File: src/rtl/lsu_smrd_mem_sequencer.sv
// Scalar (SMRD) load sequencer: one load per issue, 1/2/4 dwords fetched as sequential single-outstanding reads, one-cycle SGPR writeback.
// Latency: issue to first request 1 cycle; issue to out_done count+1 cycles with zero-wait acks.
// Backpressure: each request is held until in_mem_ack; issues while busy are dropped silently, so upstream must wait for out_busy=0.
//
// Ports:
//   clk, rst (async active-low)
//   in_issue_valid/in_rd_en/in_lddst_addr/in_base_addr/in_offset/in_wfid : issue from the router stage
//   out_busy                                                             : high whenever not IDLE
//   out_mem_rd_req/out_mem_addr, in_mem_ack/in_mem_rd_data               : memory read handshake
//   out_sgpr_wr_en/_addr/_data, out_wfid, out_done                       : one-cycle writeback
//   out_err                                                              : pulse after a rejected issue
module lsu_smrd_mem_sequencer #(
  parameter int ADDR_WIDTH = 32
) (
  input  logic                  clk,
  input  logic                  rst,
  input  logic                  in_issue_valid,
  input  logic [3:0]            in_rd_en,
  input  logic [11:0]           in_lddst_addr,
  input  logic [ADDR_WIDTH-1:0] in_base_addr,
  input  logic [ADDR_WIDTH-1:0] in_offset,
  input  logic [5:0]            in_wfid,
  output logic                  out_busy,
  output logic                  out_mem_rd_req,
  output logic [ADDR_WIDTH-1:0] out_mem_addr,
  input  logic                  in_mem_ack,
  input  logic [31:0]           in_mem_rd_data,
  output logic [3:0]            out_sgpr_wr_en,
  output logic [8:0]            out_sgpr_wr_addr,
  output logic [127:0]          out_sgpr_wr_data,
  output logic [5:0]            out_wfid,
  output logic                  out_done,
  output logic                  out_err
);

  typedef enum logic [1:0] {
    S_IDLE = 2'd0,
    S_REQ  = 2'd1,
    S_WB   = 2'd2
  } state_e;

  state_e                state_q, state_d;
  logic [ADDR_WIDTH-1:0] start_q, start_d;
  logic [3:0]            mask_q,  mask_d;
  logic [1:0]            last_q,  last_d;   // index of the final dword (count-1)
  logic [1:0]            idx_q,   idx_d;
  logic [8:0]            dest_q,  dest_d;
  logic [5:0]            wfid_q,  wfid_d;
  logic [127:0]          buf_q,   buf_d;
  logic                  err_q,   err_d;

  logic [ADDR_WIDTH-1:0] issue_start;
  logic                  mask_legal;
  logic [1:0]            mask_last;

  // Destination bits above the SGPR range carry no meaning on this path.
  logic                  unused_dest_hi;
  assign unused_dest_hi = ^in_lddst_addr[11:9];

  assign issue_start = in_base_addr + in_offset;

  always_comb begin
    mask_legal = 1'b1;
    mask_last  = 2'd0;
    case (in_rd_en)
      4'b0001: mask_last = 2'd0;
      4'b0011: mask_last = 2'd1;
      4'b1111: mask_last = 2'd3;
      default: mask_legal = 1'b0;
    endcase
  end

  always_comb begin
    state_d = state_q;
    start_d = start_q;
    mask_d  = mask_q;
    last_d  = last_q;
    idx_d   = idx_q;
    dest_d  = dest_q;
    wfid_d  = wfid_q;
    buf_d   = buf_q;
    err_d   = 1'b0;
    case (state_q)
      S_IDLE: begin
        if (in_issue_valid) begin
          if (mask_legal && (issue_start[1:0] == 2'b00)) begin
            start_d = issue_start;
            mask_d  = in_rd_en;
            last_d  = mask_last;
            idx_d   = 2'd0;
            dest_d  = in_lddst_addr[8:0];
            wfid_d  = in_wfid;
            buf_d   = '0;
            state_d = S_REQ;
          end else begin
            err_d = 1'b1;
          end
        end
      end
      S_REQ: begin
        if (in_mem_ack) begin
          buf_d[32*idx_q +: 32] = in_mem_rd_data;
          if (idx_q == last_q) begin
            state_d = S_WB;
          end else begin
            idx_d = idx_q + 2'd1;
          end
        end
      end
      S_WB: begin
        state_d = S_IDLE;
      end
      default: begin
        state_d = S_IDLE;
      end
    endcase
  end

  always_ff @(posedge clk or negedge rst) begin
    if (!rst) begin
      state_q <= S_IDLE;
      start_q <= '0;
      mask_q  <= '0;
      last_q  <= '0;
      idx_q   <= '0;
      dest_q  <= '0;
      wfid_q  <= '0;
      buf_q   <= '0;
      err_q   <= 1'b0;
    end else begin
      state_q <= state_d;
      start_q <= start_d;
      mask_q  <= mask_d;
      last_q  <= last_d;
      idx_q   <= idx_d;
      dest_q  <= dest_d;
      wfid_q  <= wfid_d;
      buf_q   <= buf_d;
      err_q   <= err_d;
    end
  end

  // Outputs decode straight from state so an async reset clears them immediately.
  always_comb begin
    out_busy         = (state_q != S_IDLE);
    out_mem_rd_req   = (state_q == S_REQ);
    out_mem_addr     = '0;
    out_sgpr_wr_en   = '0;
    out_sgpr_wr_addr = '0;
    out_sgpr_wr_data = '0;
    out_wfid         = '0;
    out_done         = 1'b0;
    out_err          = err_q;
    if (state_q == S_REQ) begin
      // Address wraps modulo 2^ADDR_WIDTH by truncation of the sum.
      out_mem_addr = start_q + {{(ADDR_WIDTH-4){1'b0}}, idx_q, 2'b00};
    end
    if (state_q == S_WB) begin
      out_sgpr_wr_en   = mask_q;
      out_sgpr_wr_addr = dest_q;
      out_sgpr_wr_data = buf_q;
      out_wfid         = wfid_q;
      out_done         = 1'b1;
    end
  end

endmodule
File: config.mk
export PLATFORM = sky130hd
export DESIGN_NAME = lsu_smrd_mem_sequencer
export DESIGN_NICKNAME = d
export VERILOG_FILES = /design/src/rtl/lsu_smrd_mem_sequencer.sv
export SDC_FILE = /design/constraint.sdc
export NUM_CORES = 1
export LEC_CHECK = 0
export ABC_AREA = 1
export CAP_MARGIN = 20
export CORE_MARGIN = 2
export CORE_UTILIZATION = 25
export DETAILED_ROUTE_END_ITERATION = 10
export GPL_TIMING_DRIVEN = 0
export SLEW_MARGIN = 20
export SYNTH_ARGS = -nofsm -noshare
export SYNTH_HDL_FRONTEND = slang
export SYNTH_SLANG_ARGS = --single-unit
export TNS_END_PERCENT = 100
File: constraint.sdc
create_clock -name clk -period 3.3 [get_ports clk]
set_input_delay 0.66 -clock clk [delete_from_list [all_inputs] [get_ports clk]]
set_output_delay 0.66 -clock clk [all_outputs]
set_load 0.05 [all_outputs]
Word level (Yosys, flattened, before mapping). Index checks and enable logic that the tools add are counted.

Flip-flop bits (word level): 186. Logic and storage cells: 62. Output and inout bits: 183.

Shifts and indexed selects: 2. Muxes and demuxes: 26. Reductions and logical operators: 10. Add/sub/neg operators: 4. Equal/unequal tests: 11.

Operators with widths (count): two-way mux 128 bit (4); one-hot mux 128 bit (2 select lines) (1); bitwise mux 128 bit (1); variable shift 32 x 34 -> 128 bit (first input constant) (1); variable part select 32 x 34 -> 128 bit (1); negation 7 -> 34 bit (1); adder 32 bit (1); adder 32 x 4 -> 32 bit (1); two-way mux 32 bit (1); two-way mux 2 bit (8); one-hot mux 2 bit (2 select lines) (3); two-way mux 9 bit (1); AND reduction 4 bit (2); two-way mux 6 bit (1); != test 2 bit (second input constant) (3); two-way mux 1 bit (5); AND reduction 5 bit (1); == test 4 x 1 -> 1 bit (second input constant) (1); == test 4 x 2 -> 1 bit (second input constant) (1); == test 4 bit (second input constant) (1); zero test 2 bit (2); two-way mux 4 bit (1); != test 2 x 1 -> 1 bit (second input constant) (2); nonzero test 2 bit (2); 7 further kinds (7).

Logic depth before layout (Yosys ltp). Gate-level depths: netlist (run 1).

Depth after elaboration: 7. Gate-level depth with buffers: 12. Depth with buffers taken out: 12.

Least setup slack after synthesis (run 1). No wires, ideal clock.

Kind: register -> output. Start point: register idx_q[1]. End point: output port out_mem_addr[15]. Stages on the path, launching flop included: 10. Required time: 2640 ps. Data arrival time: 2469 ps. Slack: 171 ps. Path buffers: 0. Cells stage by stage: dfrtp_1 -> ha_1 -> nand2_1 -> o21ai_1 -> inv_2 -> nor2_1 -> nand2_1 -> nor2_1 -> nor2_1 -> nor3_1.

Cells in the longest elaborated chain, start to end: 2.

Ends and longest elaborated chain: start: declaration (RTL line 46) `logic [1:0] idx_q, idx_d;`; start signal: assignment (RTL line 135) `idx_q <= idx_d;`; adder 32 x 4 -> 32 bit (RTL line 156) `out_mem_addr = start_q + {{(ADDR_WIDTH-4){1'b0}}, idx_q, 2'b00};`; two-way mux 32 bit (RTL line 154) `if (state_q == S_REQ) begin`; end: declaration (RTL line 25) `output logic [ADDR_WIDTH-1:0] out_mem_addr,`.

No other way between the ends.

Worst setup path after layout (run 1).
Start point: register idx_q[1]. End point: output port out_mem_addr[25].

Same word-level chain as after synthesis.

==> reports/results.ini, run 1 <==
[global_routing]
antenna_found_initial = 0
grt_pass1_vias = 12700
grt_max_degree = 98
grt_first_pass_wirelength_mm = 70.3
grt_usage_pct = 18.1
grt_overflow_total = 0

[yosys]
synth-simple-area-share_pct = 33.9
synth_top_area_share_pct = 37.9
synth-edff-count = 0
synth_top_family_by_area = simple AND/OR/NAND/NOR gates
synth_flop_cell = dfrtp_1
synth_nets = 2012
post_synth.cell_area_avg_sq_um = 6.64
synth_top_cells_by_area = dfrtp_1 (38%), nand2_1 (15%), inv_1 (9.6%), nor2_1 (7.9%), o21ai_1 (5.4%)
muxShareOfSynthArea_pct = 0
synth-seq-cells = 186
synthMostInstantiatedCell = nand2_1
yosysTopAreaCell = dfrtp_1
syn_area_sq_um = 12300
synthAdderAreaFrac_pct = 4.09
synthTopCellsByCount = nand2_1 (500), inv_1 (313), nor2_1 (260)
synthArstFlopShare_pct = 100
seq_area_frac_synth_pct = 37.9
netlist_instances = 1851
synth_compound_area_share_pct = 9.16
synth_xor_area_share_pct = 1.64
synth.distinct_cells = 39
yosysWarnings = 0

[timing]
clock_skew_ps = 7.86
slew_viol_final = 0
finalHoldViolCount = 0
max_slew.worst_pin.slew_ps = 771
worst_hold_slack_ps = 175
period_needed_ps = 3240
worst_slack_ps = 58.2
setup_viol = 0
fin_setup_tns_ps = 0
fin_crit_sh_pct = 98.2
timing.fmax_mhz = 308
slew_headroom_pct = 48.6
rsz0062_at_grt = yes

[final_layout]
fin_area_sq_um = 16500
layout.nets = 2337
antenna_cells = 0
syn2layout_area_growth_pct = 34.4
fillers = 5302
drive_above_1_share_pct = 12.7

[floorplan]
rows = 81
start_util_pct = 25.2
io-pin-count = 305
die_w_um = 226
core_sq_um = 48700
dieArea_sq_um = 51000
die_h_um = 226

[routing]
drt_first_pass_iters = 6
vias_per_cell = 4.50
drtIter0Drc = 795
vias = 12800
ant_nets = 0
wl_per_cell_um = 16.2
wirelength_mm = 46.2
drc = 0

[clocking]
cts_max_level = 4
cts_made_buffers = 17
clk_pin_slew_ps = 80
cts.path.max_buffers = 2
cts_sinks = 186
hold_buffers = 0
cts_root_buf = clkbuf_16
clk_latency_ps = 450
cts_tree = built

[setup_path]
crit_required_ps = 2640
cp_max_fo = 3
crit_arrival_ps = 2580
end_kind = output port
crit_path_start_kind = flip-flop
worst-setup-path-type = flip-flop to output port

[hold_path]
worstHoldPathType = primary input to async pin

[power]
p_per_area_nw_per_um2 = 590
irDropWorstVdd_v = 0.000353
p_leak_uw = 0.00752

[place]
hpwl_mm = 37.5
gp_congestion = 0.932
pre_cts_slack_ps = -911
io_buffers = 301
placed_cell_area_sq_um = 16200

[run]
maxCapViolations = 0

[run_status]
status = finished, final reports clean

final timing paths:
kind / to / slack, ps / cells past startpoint / startpoint
worst max-delay path: out_mem_addr[25] / 60 / 9 / idx_q[1]
worst min-delay path: buf_q[36] / 170 / 1 / rst
worst max register to register: buf_q[67] / 220 / 10 / idx_q[0]
worst min register to register: mask_q[0] / 460 / 2 / mask_q[0]
max in group asynchronous: dest_q[1] / 2070 / 2 / rst
min in group clk: mask_q[0] / 460 / 2 / mask_q[0]
cells in the final DEF (no fill, tap or decap), types with 49 or more instances in the layout:
cell type / Yosys / layout
dfrtp_1: 186 / 184
nor2_1: 260 / 241
nand4_1: 73 / 73
nand3_1: 55 / 55
clkbuf_2: 0 / 94
clkdlybuf4s50_1: 0 / 120
nand2_1: 500 / 497
inv_1: 313 / 313
o21ai_1: 132 / 131
clkbuf_1: 62 / 49
per-stage QoR:
stage / util [%] / power, uW / std cells
finish: 33.9 / 9750 / 2853
global route: 33.9 / 10400 / 2853
CTS: 34.4 / 9750 / 2849
detailed placement: 33.2 / 7520 / 2817
global placement: 33.1 / 7460 / 2816
floorplan: - / 5970 / 1851
worst max-delay path, cell delays in order (launching register included):
cell,delay (ps)
dfrtp_2,450
ha_1,280
nand2_1,50
o21ai_2,190
nand2_1,150
inv_1,160
nand2_1,100
xor2_1,160
nor2_1,230
buf_2,340
layout make-up:
cell class | count | area [sq um] | share of cell area, %
Tap cell | 664 | 831 | 5.03
Clock buffer | 20 | 457 | 2.76
Inverter | 322 | 1210 | 7.32
Timing Repair Buffer | 307 | 2620 | 15.9
Clock inverter | 12 | 151 | 0.916
Sequential cell | 186 | 4660 | 28.2
Multi-Input combinational cell | 1255 | 6140 | 37.2
Buffer | 87 | 452 | 2.73
power breakdown:
| group | switching, uW | leakage [uW] | internal [uW] |
|---|---|---|---|
| Combinational | 3090 | 0.00473 | 1270 |
| Clock | 1010 | 0.000302 | 1180 |
| Sequential | 395 | 0.00249 | 2790 |
layer usage:
metal | track usage, % | vias to the layer above | share of wire [%]
met3 | 2.21 | 65 | 4.8
met5 | 0 | - | 0
met2 | 31.5 | 409 | 48
met1 | 23.0 | 5981 | 45
met4 | 6.05 | 0 | 2.5
li1 | - | 6382 | -
what timing repair did:
| item | 4_1_cts | 5_1_grt |
|---|---|---|
| pin swaps | 2 | 5 |
| setup buffers | 1 | 4 |
| endpoints found under the hold margin | 0 | 0 |
| gates resized for setup | 415 | 204 |
| setup endpoints to repair | 314 | 133 |
logic make-up after synthesis:
group / after synthesis
flops: 186
xor+xnor: 23
fa+ha+maj: 39
compound gates: 218
simple gates: 975
buf+inv: 410
state kept, by name, indices dropped and copies added (netlist names), 2 cells and up:
name	cells
buf_q	128
start_q	32
dest_q	9
wfid_q	6
mask_q	4
idx_q	2
last_q	2
state_q	2
(Power assumes the default switching activity.)
==> run 2: changes to the inputs <==
- CAP_MARGIN: 20 -> unset
- MAX_ROUTING_LAYER: unset -> met4
==> reports/results.ini, run 2 (same netlist as run 1, synthesis figures left out) <==
[run_status]
status = finished, final reports clean

[place]
gp_congestion = 0.943  ; +1.1%
hpwl_mm = 37.9  ; +1.1%
placed_cells = 2818  ; +0.035%
io_buffers = 301  ; unchanged

[routing]
drtIter0Drc = 874  ; +9.9%
wl_per_cell_um = 16.3  ; +0.44%
drt_first_pass_iters = 5  ; -1
drc = 0  ; unchanged
vias = 12800  ; -0.67%
ant_nets = 0  ; unchanged
vias_per_cell = 4.47  ; -0.64%
wirelength_mm = 46.4  ; +0.41%

[global_routing]
grt_overflow_total = 0  ; unchanged
antenna_found_initial = 0  ; unchanged
grt_pass1_vias = 12600  ; -0.77%
grt_first_pass_wirelength_mm = 70.8  ; +0.69%
grt_usage_pct = 18.7  ; +0.63 points
grt_max_degree = 80  ; -18%

[setup_path]
slowest_stage = clkdlybuf4s15_2
crit_arrival_ps = 2580  ; about the same
worst-setup-path-type = flip-flop to output port
cp_max_fo = 10  ; +7
cp_cell_sequence = inv_2, nor2_2, inv_1, clkbuf_2, clkbuf_4, nor2_1, clkdlybuf4s15_2
timing.critical_path.buf_inv = 5  ; +3
slowest_delay_ps = 410  ; -40 ps
end_kind = output port
crit_required_ps = 2640  ; about the same
cp_top_family = buffers and inverters
reg2reg_slack_ps = 150  ; -70 ps
crit_path_start_kind = flip-flop

[timing]
fin_crit_sh_pct = 98.1  ; -0.14 points
timing.fmax_mhz = 309  ; +0.14%
clock_skew_ps = 11.5  ; +3.62 ps
slew_viol_final = 0  ; unchanged
finalHoldViolCount = 0  ; unchanged
setup_viol = 0  ; unchanged
max_slew.worst_pin.slew_ps = 664  ; -107 ps
rsz0062_at_grt = yes
period_needed_ps = 3240  ; -4.49 ps
slew_headroom_pct = 55.7  ; +7.1 points

[run]
maxCapViolations = 0  ; unchanged

[floorplan]
start_util_pct = 25.2  ; unchanged
rows = 81  ; unchanged
die_w_um = 226  ; unchanged
die_h_um = 226  ; unchanged
io-pin-count = 305  ; unchanged
core_sq_um = 48700  ; unchanged
dieArea_sq_um = 51000  ; unchanged

[final_layout]
final_common_cell = nand2_1
utilization_pct = 34.3  ; +0.37 points
final_cell_mix = nand2_1 (497), inv_1 (313), nor2_1 (241), dfrtp_1 (184), o21ai_1 (131)
fin_cells = 2852  ; -0.035%
antenna_cells = 0  ; unchanged
syn2layout_area_growth_pct = 35.8
top_regs = buf_q: 128 flops, start_q: 32 flops, dest_q: 9 flops
layout.nets = 2336  ; -0.043%
largest_reg_flops = 128  ; unchanged
drive_above_1_share_pct = 12.7  ; -0.086 points
regMostFlops = buf_q

[clocking]
clk_pin_slew_ps = 80  ; about the same
cts_root_buf = clkbuf_16
cts.path.max_buffers = 2  ; unchanged
hold_buffers = 0  ; unchanged
cts_tree = built
clk_latency_ps = 450  ; about the same
cts_max_level = 4  ; unchanged
cts_made_buffers = 17  ; unchanged
cts_sinks = 186  ; unchanged

[power]
p_per_area_nw_per_um2 = 583  ; -1.1%
irDropWorstVdd_v = 0.000282  ; -20%
power_uw = 9740  ; about the same
p_leak_uw = 0.00749  ; -0.40%

[hold_path]
worstHoldPathType = primary input to async pin

-- run 2: changes by cell type in the layout (fill, tap and decap cells not counted), moves of 3 or more --
| cell | previous run | this run |
|---|---|---|
| clkdlybuf4s15_2 | 35 | 59 |
| clkbuf_2 | 94 | 76 |
| buf_2 | 29 | 22 |
| buf_4 | 12 | 7 |
| dlygate4sd2_1 | 17 | 20 |
-- run 2: worst paths after layout --
| kind | from | endpoint | cells past startpoint |
|---|---|---|---|
| setup / recovery | state_q[1] | out_sgpr_wr_data[30] | 7 |
| hold / removal | rst | buf_q[36] | 1 |
| setup reg to reg | idx_q[0] | buf_q[67] | 10 |
| hold reg to reg | start_q[1] | start_q[1] | 2 |
| max in group asynchronous | rst | start_q[3] | 3 |
| min in group clk | start_q[1] | start_q[1] | 2 |
-- run 2: layout make-up --
class	count	area, sq um
timing repair buffer	306	2810
multi-input combinational	1255	6160
sequential	186	4660
inverter	322	1210
tap	664	831
clock buffer	19	433
clock inverter	13	154
fill	5270	32000
buffer	87	452
-- run 2: what timing repair did --
action,4_1_cts,5_1_grt
gates resized for setup,439,167
setup endpoints to repair,324,129
pin swaps,2,6
setup buffers,1,2
cloned,0,0
-- run 2: where the power goes --
group | internal (uW) | switching (uW) | total (uW)
clock | 1140 | 984 | 2120
combinational | 1290 | 3130 | 4430
sequential | 2790 | 402 | 3190
-- run 2: per-layer routing --
metal	routed length (um)	vias to the layer above	global-route usage, %	part of all wire (%)
met4	1270	0	6.34	2.7
met5	0	-	-	0
met1	20600	5883	23.1	44
met2	22300	414	31.5	48
met3	2240	65	2.32	4.8
li1	-	6389	-	-
-- run 2: through the flow --
step	hold WS, ps	setup slack (ps)	cell area, sq um	setup TNS (ps)
5_1_grt	222	-37.8	16700	-67.4
6_report	181	62.7	16700	0
3_5_place_dp	444	-950	16200	-81670
2_1_floorplan	364	171	12300	0
4_1_cts	194	-1.36	16900	-1.78
3_3_place_gp	436	-6420	16100	-1265280
==> run 3: changes to the inputs <==
- CORE_UTILIZATION: 25 -> 51
- PLACE_DENSITY: unset -> 0.82
==> reports/results.ini, run 3 (same netlist as run 1, synthesis figures left out) <==
[setup_path]
crit_arrival_ps = 2570  ; about the same
slowest_stage = dfrtp_2
crit_path_start_kind = flip-flop
crit_start = idx_q[0]
critPathCapture = out_mem_addr[22]
r2r-end = buf_q[3]
worst-setup-path-type = flip-flop to output port
reg2reg_from = idx_q[0]
slowest_delay_ps = 460  ; +50 ps
rr_worst_depth = 9  ; -1
end_kind = output port
reg2reg_slack_ps = 300  ; +150 ps
cp_top_family = adder cells
crit_required_ps = 2640  ; about the same
cp_max_fo = 4  ; -6
timing.critical_path.buf_inv = 3  ; -2
cp_cell_sequence = ha_2, fa_2, inv_1, nor2_2, nand2_2, nor2_4, nand2_2, nor2_4, inv_2, o21ai_1, nor2_2, buf_6
path_depth = 12  ; +5

[global_routing]
grt_first_pass_wirelength_mm = 65.0  ; -8.2%
grt_max_degree = 101  ; +26%
grt_overflow_total = 0  ; unchanged
antenna_found_initial = 1  ; +1
grt_usage_pct = 32.9  ; +14 points
grt_pass1_vias = 12600  ; +0.047%

[timing]
clock_skew_ps = 15.3  ; +3.84 ps
slew_headroom_pct = 50.9  ; -4.9 points
finalHoldViolCount = 0  ; unchanged
worst_hold_slack_ps = 223  ; +41.5 ps
setup_viol = 0  ; unchanged
slew_viol_final = 0  ; unchanged
period_needed_ps = 3230  ; -5.32 ps
timing.fmax_mhz = 309  ; +0.16%
max_slew.worst_pin.slew_ps = 737  ; +73.2 ps
fin_crit_sh_pct = 97.9  ; -0.16 points
fin_setup_tns_ps = 0  ; unchanged

[clocking]
hold_buffers = 0  ; unchanged
cts_tree = built
cts_made_buffers = 17  ; unchanged
cts_root_buf = clkbuf_16
cts_max_level = 4  ; unchanged
clk_latency_ps = 440  ; about the same
cts_sinks = 186  ; unchanged
clk_pin_slew_ps = 80  ; about the same
cts.path.max_buffers = 2  ; unchanged

[final_layout]
seqCellArea_sq_um = 4660  ; unchanged
drive_above_1_share_pct = 10.5  ; -2.1 points
largest_reg_flops = 128  ; unchanged
syn2layout_area_growth_pct = 30.6
layout.nets = 2335  ; -0.043%
final_common_cell = nand2_1
fillers = 2143  ; -59%
final_cell_mix = nand2_1 (496), inv_1 (313), nor2_1 (249), dfrtp_1 (184)
fin_area_sq_um = 16100  ; -3.9%
multiInputGateArea_sq_um = 6080  ; -1.4%
regMostFlops = buf_q
top_regs = buf_q: 128 flops, start_q: 32 flops, dest_q: 9 flops

[floorplan]
die_w_um = 159  ; -29%
start_util_pct = 52.2  ; +27 points
core_sq_um = 23500  ; -52%
io-pin-count = 305  ; unchanged
dieArea_sq_um = 25400  ; -50%
rows = 56  ; -31%
die_h_um = 159  ; -29%

[routing]
vias = 12900  ; +1.5%
ant_nets = 0  ; unchanged
wl_per_cell_um = 16.2  ; -0.12%
wirelength_mm = 40.7  ; -12%
drc = 0  ; unchanged
drtIter0Drc = 1045  ; +20%
drt_first_pass_iters = 5  ; unchanged
vias_per_cell = 5.16  ; +15%

[hold_path]
worstHoldPathType = primary input to async pin

[place]
placed_cell_area_sq_um = 15700  ; -2.8%
gp_congestion = 0.929  ; -1.4%
hpwl_mm = 32.3  ; -15%
io_buffers = 301  ; unchanged

[power]
power_uw = 9510  ; -2.4%
irDropWorstVdd_v = 0.000416  ; +48%
p_per_area_nw_per_um2 = 592  ; +1.5%
p_leak_uw = 0.00752  ; +0.47%

[run_status]
status = finished, final reports clean

[run]
maxCapViolations = 0  ; unchanged

==> run 3: cell count changes in the layout (fill, tap and decap cells not counted), sizes merged, moves of 2 or more <==
cell,delta
buf,-9
bufinv,-2
clkbuf,+8
clkdlybuf4s15,-28
clkdlybuf4s18,-2
clkdlybuf4s50,+11
clkinv,+4
dlygate4sd2,+16
==> run 3: how the worst min path moves through the flow <==
stage,cells past startpoint,to,slack [ps]
after floorplan,0,buf_q[0],360
after global placement,2,mask_q[0],440
after detailed placement,2,mask_q[0],440
after CTS,1,buf_q[71],250
after global routing,1,buf_q[72],270
final,1,buf_q[72],220
==> run 3: cell type report <==
type / count / area share [%]
diodes: 1 / 0.0156
plain buffers: 87 / 2.78
clock buffers: 17 / 2.65
clock inverters: 14 / 0.951
inverters: 322 / 7.53
multi-input cells: 1255 / 37.9
flip-flops and latches: 186 / 29.0
well taps: 319 / 2.49
repair buffers: 305 / 16.7
==> run 3: routing by layer <==
layer,track usage [%],part of all wire (%)
met3,3.88,5.8
met4,13.7,4.0
met1,38.6,40
met5,-,0
met2,57.5,50
==> run 3: metrics by stage <==
step	cells	setup slack (ps)	utilization, %
2_1_floorplan	1851	171	-
3_3_place_gp	2471	-5980	66.7
3_5_place_dp	2472	-418	66.9
4_1_cts	2503	-19.6	68.9
5_1_grt	2506	-4.13	68.2
6_report	2506	68.0	68.2
==> run 3: timing repair <==
action	CTS	global route
gates resized for setup	279	208
buffers inserted	0	3
pin swaps	1	7
hold endpoints to repair	0	0
endpoints found under the setup margin	205	221
==> run 3: report_power, final <==
part	internal, uW	switching (uW)
clock	1010	1030
sequential	2790	420
combinational	1280	2980
total	5080	4430
